[src/rtl/adc_if_pkg.sv]
// Shared tap width default, FSM encoding and width helper for the ADC
// lane deskew calibrator and its window tracker.
package adc_if_pkg;

    localparam int TAP_W_DEF = 5;

    typedef enum logic [2:0] {
        ST_IDLE,
        ST_LOAD,
        ST_SETTLE,
        ST_SAMPLE,
        ST_EVAL,
        ST_APPLY,
        ST_SETTLE2,
        ST_DONE
    } cal_state_e;

    // Counter/index width that stays at least one bit for degenerate sizes.
    function automatic int width_of(input int n);
        return (n > 1) ? $clog2(n) : 1;
    endfunction

endpackage

[src/rtl/adc_window_tracker.sv]
// Follows one lane's tap sweep and keeps the widest run of passing taps;
// the earliest window wins ties. Cleared before every lane.
module adc_window_tracker
    import adc_if_pkg::*;
#(
    parameter int TAP_W = TAP_W_DEF
) (
    input  logic             clk,
    input  logic             rst,
    input  logic             clear,
    input  logic             eval,
    input  logic             pass,
    input  logic [TAP_W-1:0] tap,
    output logic [TAP_W:0]   best_len,
    output logic [TAP_W-1:0] centre
);

    logic [TAP_W:0]   cur_len_q, cur_len_d, best_len_q, best_len_d, len_m1;
    logic [TAP_W-1:0] cur_start_q, cur_start_d, best_start_q, best_start_d;

    always_comb begin
        cur_len_d    = cur_len_q;
        cur_start_d  = cur_start_q;
        best_len_d   = best_len_q;
        best_start_d = best_start_q;
        if (clear) begin
            cur_len_d    = '0;
            cur_start_d  = '0;
            best_len_d   = '0;
            best_start_d = '0;
        end else if (eval) begin
            if (pass) begin
                cur_len_d = cur_len_q + 1'b1;
                if (cur_len_q == '0)
                    cur_start_d = tap;
            end else begin
                cur_len_d = '0;
            end
            // Strictly greater keeps the first of several equal windows.
            if (cur_len_d > best_len_q) begin
                best_len_d   = cur_len_d;
                best_start_d = cur_start_d;
            end
        end
    end

    always_ff @(posedge clk or negedge rst) begin
        if (!rst) begin
            cur_len_q    <= '0;
            cur_start_q  <= '0;
            best_len_q   <= '0;
            best_start_q <= '0;
        end else begin
            cur_len_q    <= cur_len_d;
            cur_start_q  <= cur_start_d;
            best_len_q   <= best_len_d;
            best_start_q <= best_start_d;
        end
    end

    assign len_m1   = best_len_q - 1'b1;
    assign best_len = best_len_q;
    assign centre   = best_start_q + TAP_W'(len_m1 >> 1);

endmodule

[src/rtl/adc_lane_deskew.sv]
// Per-lane IDELAY tap sweep against the ADC test pattern; loads the centre
// of each lane's widest passing window into its delay line.
module adc_lane_deskew
    import adc_if_pkg::*;
#(
    parameter int NUM_LANES   = 8,
    parameter int TAP_W       = TAP_W_DEF,
    parameter int SETTLE_CYC  = 4,
    parameter int DWELL       = 64,
    parameter int MIN_WIN     = 4,
    parameter int DEFAULT_TAP = 0
) (
    input  logic                       clk,
    input  logic                       rst,
    input  logic                       start,
    input  logic [NUM_LANES-1:0]       data_rise,
    input  logic [NUM_LANES-1:0]       data_fall,
    input  logic [NUM_LANES-1:0]       exp_rise,
    input  logic [NUM_LANES-1:0]       exp_fall,
    output logic [NUM_LANES-1:0]       delay_ld,
    output logic [TAP_W-1:0]           delay_wdata,
    output logic [NUM_LANES*TAP_W-1:0] tap_out,
    output logic [NUM_LANES-1:0]       lane_fail,
    output logic                       busy,
    output logic                       done
);

    localparam int LANE_W  = width_of(NUM_LANES);
    localparam int CNT_MAX = (DWELL > SETTLE_CYC) ? DWELL : SETTLE_CYC;
    localparam int CNT_W   = width_of(CNT_MAX);

    cal_state_e                 state_q, state_d;
    logic [LANE_W-1:0]          lane_q, lane_d;
    logic [TAP_W-1:0]           tap_q, tap_d;
    logic [CNT_W-1:0]           cnt_q, cnt_d;
    logic                       err_q, err_d;
    logic [NUM_LANES-1:0]       delay_ld_q, delay_ld_d;
    logic [TAP_W-1:0]           delay_wdata_q, delay_wdata_d;
    logic [NUM_LANES*TAP_W-1:0] tap_out_q, tap_out_d;
    logic [NUM_LANES-1:0]       lane_fail_q, lane_fail_d;
    logic                       busy_q, busy_d, done_q, done_d;

    logic [NUM_LANES-1:0] lane_mis, lane_onehot;
    logic                 trk_clear, trk_eval, win_short;
    logic [TAP_W:0]       best_len;
    logic [TAP_W-1:0]     centre, apply_tap;

    genvar gi;
    generate
        for (gi = 0; gi < NUM_LANES; gi++) begin : g_mis
            assign lane_mis[gi] = (data_rise[gi] ^ exp_rise[gi]) | (data_fall[gi] ^ exp_fall[gi]);
        end
    endgenerate

    assign lane_onehot = NUM_LANES'(1) << lane_q;
    assign win_short   = best_len < (TAP_W+1)'(MIN_WIN);
    assign apply_tap   = win_short ? TAP_W'(DEFAULT_TAP) : centre;
    assign trk_eval    = (state_q == ST_EVAL);

    adc_window_tracker #(.TAP_W(TAP_W)) u_tracker (
        .clk      (clk),
        .rst      (rst),
        .clear    (trk_clear),
        .eval     (trk_eval),
        .pass     (~err_q),
        .tap      (tap_q),
        .best_len (best_len),
        .centre   (centre)
    );

    always_comb begin
        state_d       = state_q;
        lane_d        = lane_q;
        tap_d         = tap_q;
        cnt_d         = cnt_q;
        err_d         = err_q;
        delay_ld_d    = '0;
        delay_wdata_d = delay_wdata_q;
        tap_out_d     = tap_out_q;
        lane_fail_d   = lane_fail_q;
        busy_d        = busy_q;
        done_d        = done_q;
        trk_clear     = 1'b0;
        case (state_q)
            ST_IDLE, ST_DONE: begin
                if (start) begin
                    state_d     = ST_LOAD;
                    lane_d      = '0;
                    tap_d       = '0;
                    lane_fail_d = '0;
                    busy_d      = 1'b1;
                    done_d      = 1'b0;
                    trk_clear   = 1'b1;
                end
            end
            ST_LOAD: begin
                delay_wdata_d = tap_q;
                delay_ld_d    = lane_onehot;
                err_d         = 1'b0;
                cnt_d         = '0;
                state_d       = ST_SETTLE;
            end
            ST_SETTLE: begin
                if (cnt_q == CNT_W'(SETTLE_CYC-1)) begin
                    cnt_d   = '0;
                    state_d = ST_SAMPLE;
                end else begin
                    cnt_d = cnt_q + 1'b1;
                end
            end
            ST_SAMPLE: begin
                err_d = err_q | lane_mis[lane_q];
                if (cnt_q == CNT_W'(DWELL-1))
                    state_d = ST_EVAL;
                else
                    cnt_d = cnt_q + 1'b1;
            end
            ST_EVAL: begin
                if (tap_q == '1) begin
                    state_d = ST_APPLY;
                end else begin
                    tap_d   = tap_q + 1'b1;
                    state_d = ST_LOAD;
                end
            end
            ST_APPLY: begin
                tap_out_d[lane_q*TAP_W +: TAP_W] = apply_tap;
                if (win_short)
                    lane_fail_d[lane_q] = 1'b1;
                delay_wdata_d = apply_tap;
                delay_ld_d    = lane_onehot;
                cnt_d         = '0;
                state_d       = ST_SETTLE2;
            end
            ST_SETTLE2: begin
                if (cnt_q == CNT_W'(SETTLE_CYC-1)) begin
                    if (lane_q == LANE_W'(NUM_LANES-1)) begin
                        state_d = ST_DONE;
                        busy_d  = 1'b0;
                        done_d  = 1'b1;
                    end else begin
                        lane_d    = lane_q + 1'b1;
                        tap_d     = '0;
                        trk_clear = 1'b1;
                        state_d   = ST_LOAD;
                    end
                end else begin
                    cnt_d = cnt_q + 1'b1;
                end
            end
            default: state_d = ST_IDLE;
        endcase
    end

    always_ff @(posedge clk or negedge rst) begin
        if (!rst) begin
            state_q       <= ST_IDLE;
            lane_q        <= '0;
            tap_q         <= '0;
            cnt_q         <= '0;
            err_q         <= 1'b0;
            delay_ld_q    <= '0;
            delay_wdata_q <= '0;
            tap_out_q     <= '0;
            lane_fail_q   <= '0;
            busy_q        <= 1'b0;
            done_q        <= 1'b0;
        end else begin
            state_q       <= state_d;
            lane_q        <= lane_d;
            tap_q         <= tap_d;
            cnt_q         <= cnt_d;
            err_q         <= err_d;
            delay_ld_q    <= delay_ld_d;
            delay_wdata_q <= delay_wdata_d;
            tap_out_q     <= tap_out_d;
            lane_fail_q   <= lane_fail_d;
            busy_q        <= busy_d;
            done_q        <= done_d;
        end
    end

    assign delay_ld    = delay_ld_q;
    assign delay_wdata = delay_wdata_q;
    assign tap_out     = tap_out_q;
    assign lane_fail   = lane_fail_q;
    assign busy        = busy_q;
    assign done        = done_q;

endmodule

[config.mk]
export PLATFORM = sky130hd
export DESIGN_NAME = adc_lane_deskew
export DESIGN_NICKNAME = d
export VERILOG_FILES = /design/src/rtl/adc_if_pkg.sv /design/src/rtl/adc_window_tracker.sv /design/src/rtl/adc_lane_deskew.sv
export SDC_FILE = /design/constraint.sdc
export NUM_CORES = 1
export LEC_CHECK = 0
export CAP_MARGIN = 20
export CORE_MARGIN = 5
export CORE_UTILIZATION = 48
export DETAILED_ROUTE_END_ITERATION = 10
export GPL_ROUTABILITY_DRIVEN = 0
export PLACE_DENSITY = 0.77
export SLEW_MARGIN = 10
export SYNTH_ARGS = -nofsm -noshare
export SYNTH_HDL_FRONTEND = slang
export SYNTH_HIERARCHICAL = 1
export SYNTH_SLANG_ARGS = --single-unit
[constraint.sdc]
create_clock -name clk -period 2.25 [get_ports clk]
set_input_delay 0.45 -clock clk [delete_from_list [all_inputs] [get_ports clk]]
set_output_delay 0.45 -clock clk [all_outputs]
set_load 0.03 [all_outputs]
==> summary by stage <==
Run status
The flow ran to the end, but the final reports show violations. The checks that failed: negative setup slack.

Final layout
Counting the fill cells in the layout gives ~850. The combined flip-flop and latch cell area is 2577 um2. For this run, the post-layout net count is ~760. The fraction of final layout cells with drive strength greater than 1 is 18.25%. Summing all multi-input logic gate instances after layout gives 2909 um2.

From synthesis to final layout, the design area changed by 38.07%. The most frequent standard cell in the layout excluding fill and tap cells is sky130_fd_sc_hd__dfrtp_1. The top cell types in the final layout, fill and taps aside, are sky130_fd_sc_hd__dfrtp_1, sky130_fd_sc_hd__clkdlybuf4s50_1, sky130_fd_sc_hd__nand2_1. 0 antenna diodes ended up in the layout.

CTS
At the later pin of the worst-skew pair, clock insertion delay measures ~340 ps. The clock buffer count from CTS is 9. The clock-pin slew of the registers on the worst-case setup and hold paths is ~70 ps.

The maximum buffer depth of the clock tree is 2. The root buffer selected by CTS is sky130_fd_sc_hd__clkbuf_16. TritonCTS built the clock tree.

The clock net in this run drives a total of around 100 sinks. The number of H-tree levels is 3. For this design, the CTS-stage hold fixing added 0 buffers.

Floorplanning
98 I/O pins were placed. The die is 116.4 um wide. The initial utilization of the core area, before any placement, comes to 49.50%.

The core region is 10980 um2. The die is 116.4 um tall. The count of standard-cell rows is 38.

The floorplan die area is 13550 um2.

Power
The completed layout was analyzed and its total power is between 3 and 4 mW. Dividing total power by cell area gives a power density of 503.9 nW/um2. Net switching is 20.05% of the power.

In this run the static leakage power is 3.344 nW. Summed over all nets, the switching power comes to 0.7582 mW. Sequential cells account for about half of the total power. The share of total power in the clock network is 47.4%. Internal power comes to 3.024 mW. Per report_power, the combinational group accounts for 3.7% of the total. The worst-case IR drop observed on VDD is 0.0003470 V.

Timing
Hold is met by 42.60 ps. Setup repair after global routing could not meet its margin everywhere. Once routing completed, OpenROAD measured the worst setup slack at -120.1 ps. The largest clock skew in the final design is roughly 7.4 ps. In this run the tightest slew margin relative to its limit is 38.97%. The maximum frequency from static timing analysis is 421.9 MHz. The actual slew at the worst max-slew pin is 892.3 ps. The aggregate negative setup slack is -790.5 ps. The post-route fraction of the period consumed by the critical path is 105.3%.

The final setup violation count is 15. The final max-slew violation count is 0. The clock period minus worst slack is 2370 ps. The number of hold violations in the final report was 0.

Yosys
Yosys mapped a number of flops with a built-in enable equal to 0. In this run, synthesis produced a sequential element count of 103. The count of unique library cells instantiated by Yosys is 60. Summing the sequential cell areas from Yosys gives a little under half of the chip area. The cell area that synthesis handed to floorplanning was roughly 5400 um2. The synthesized design spends more area on one cell type than any other, namely sky130_fd_sc_hd__dfrtp_1.

A synthesized cell averages 9.656 um2. The number of nets in the synthesized netlist is 623. The proportion of netlist area held by the largest area contributor is 47.41%. Yosys printed 6 warnings. The most common flop cell mapped by yosys is sky130_fd_sc_hd__dfrtp_1. The proportion of synthesized flip-flops having asynchronous set or reset is 100.0%.

After synthesis, the cell types taking the most area are sky130_fd_sc_hd__dfrtp_1, sky130_fd_sc_hd__ha_1, sky130_fd_sc_hd__nand2_1. After technology mapping, the gate count stands at roughly 560.

Worst setup path
In this run the worst path has a maximum fanout of 3. The critical path is of the register to register type. The capture instance of the worst register-to-register path is u_tracker/best_len[0]$_DFFE_PN0P_. Across all register-to-register paths, the minimum setup slack is -120 ps. Data arrives at the worst endpoint at roughly 2600 ps. For the worst setup path, the data required time is 2500 ps. The critical path starts at u_tracker/cur_len_q[0]$_DFFE_PN0P_. STA classifies the critical path startpoint as a register. STA classifies the critical path endpoint as a register. The critical register-to-register path startpoint is u_tracker/cur_len_q[0]$_DFFE_PN0P_. Counting cells, the worst reg-to-reg path comes to 9.

The worst setup path endpoint is u_tracker/best_len[0]$_DFFE_PN0P_.

Detailed routing
Before antenna repair, the detailed router went through 5 iterations. The remaining antenna violation count is 0. The residual DRC count is 0. The count of vias placed by the detailed router is ~4800.

The detailed-routed wire length on met3 is 915 um. Summed over all nets, wire length on met2 after detailed routing comes to 7.756 mm. The routed length per placed instance is about 18 um. After detailed routing, the number of vias per cell comes to 5.620. The DRC violation total after the first TritonRoute iteration is 273. In this run the top signal layer used is met4. After detailed routing, the wire length on met1 is 6.100 mm. The routed design has 15.05 mm of wire.

GRT
The first-pass GRT wire length is 23.71 mm. The total congestion overflow after global routing is 0. Entering global routing, the biggest net connects 52 pins. For this run, the total global-route usage over all layers was measured as between 20% and 30%.

The initial antenna violation count is 0. The via count of the first global-routing pass was 4835.

Placement
Timing analysis after detailed placement gives a worst setup slack of -158.1 ps. The placed wire-length estimate is 10.65 mm. The quantity of I/O buffers inserted on ports is 97.

Run
Max-cap violations in this run came to 0.

Min path
The path category of the worst min-delay check is input pin to asynchronous set/reset pin.
repair_timing:
item	CTS	global route
pin swaps	4	23
setup endpoints to repair	21	35
buffers inserted	5	4
endpoints found under the hold margin	0	0
resized for setup	16	48
registers in the layout (all words and copies together), names as in the netlist:
name / flops
busy: 1
err_q: 1
u_tracker/cur_start_q: 5
lane_q: 3
tap_q: 5
u_tracker/cur_len_q: 6
delay_wdata: 5
u_tracker/best_len: 6
lane_fail: 8
state_q: 3
u_tracker/best_start_q: 5
cnt_q: 6
tap_out: 40
done: 1
delay_ld: 8
synthesized netlist by cell type (all sizes together), types with 2 or more instances:
| master | n |
|---|---|
| dfrtp | 103 |
| nand2 | 80 |
| o21ai | 58 |
| nor2 | 32 |
| a21oi | 26 |
| ha | 24 |
| mux2i | 21 |
| nand2b | 19 |
| inv | 18 |
| nand3 | 18 |
| xnor2 | 18 |
| and3 | 13 |
| clkbuf | 13 |
| buf | 11 |
| nor3 | 11 |
| xor2 | 10 |
| nand4 | 9 |
| and2 | 8 |
| a31oi | 7 |
| nor2b | 7 |
| o21bai | 7 |
| a21boi | 6 |
| a21o | 4 |
| mux2 | 4 |
| o211ai | 4 |
| a311oi | 3 |
| or3 | 3 |
| a22o | 2 |
| nand3b | 2 |
| nor4 | 2 |
| nor4b | 2 |
| o21a | 2 |
| o31ai | 2 |
| or2 | 2 |
layer usage:
layer / GRT usage [%] / vias to the layer above
met5: 0 / -
met4: 6.032 / 0
met3: 4.404 / 20
met2: 38.22 / 159
met1: 28.56 / 2345
li1: - / 2236
metrics by stage:
step	std cells	utilization (%)	area, um2
floorplan	563	-	5436
global placement	822	62.25	6837
detailed placement	822	62.25	6837
CTS	843	66.50	7303
global route	847	68.34	7506
finish	847	68.34	7506
power by group through the flow:
stage	sequential (mW)	clock, mW	combinational [mW]
after CTS	1.85	1.83	0.142
final	1.85	1.79	0.139
after detailed placement	1.89	0	0.141
after global routing	1.85	1.90	0.156
after floorplan	1.89	0	0.0299
after global placement	1.89	0	0.137
cells by family (layout without fill, tap and decap cells):
family | Yosys count | after routing | synth area share, %
buffers and inverters | 42 | 186 | 3.337
AND/OR/NAND/NOR | 212 | 212 | 19.56
multiplexers | 25 | 25 | 4.695
adder cells (fa/ha/maj) | 25 | 25 | 5.892
AO/OA/AOI/OAI | 128 | 128 | 14.59
XOR/XNOR | 28 | 28 | 4.511
flip-flops | 103 | 103 | 47.41
worst min-delay path by stage:
stage | endpoint | slack (ps) | cells past startpoint
3_3_place_gp | cnt_q[2]$_DFFE_PN0P_ | 410 | 1
5_1_grt | busy$_DFFE_PN0P_ | 70 | 1
3_5_place_dp | cnt_q[2]$_DFFE_PN0P_ | 420 | 1
4_1_cts | cnt_q[2]$_DFFE_PN0P_ | 50 | 1
2_1_floorplan | busy$_DFFE_PN0P_ | 150 | 0
6_report | cnt_q[2]$_DFFE_PN0P_ | 40 | 1
worst max-delay path, cell delays in order (launching register included):
cell and delay (ps):
sky130_fd_sc_hd__dfrtp_1 400, sky130_fd_sc_hd__nand3_2 110, sky130_fd_sc_hd__o211a_1 260, sky130_fd_sc_hd__or2_4 240
sky130_fd_sc_hd__ha_4 260, sky130_fd_sc_hd__nand4_1 150, sky130_fd_sc_hd__o21bai_4 230, sky130_fd_sc_hd__a31oi_4 240
sky130_fd_sc_hd__buf_12 140, sky130_fd_sc_hd__mux2i_1 230
final cells by class:
type	count	share of cell area (%)
multi-input cells	418	38.76
flip-flops and latches	103	34.34
repair buffers	152	19.05
inverters	18	0.9001
clock buffers	10	3.051
clock inverters	6	1.567
well taps	140	2.334
No activity file was read; power rests on OpenSTA's default activity.
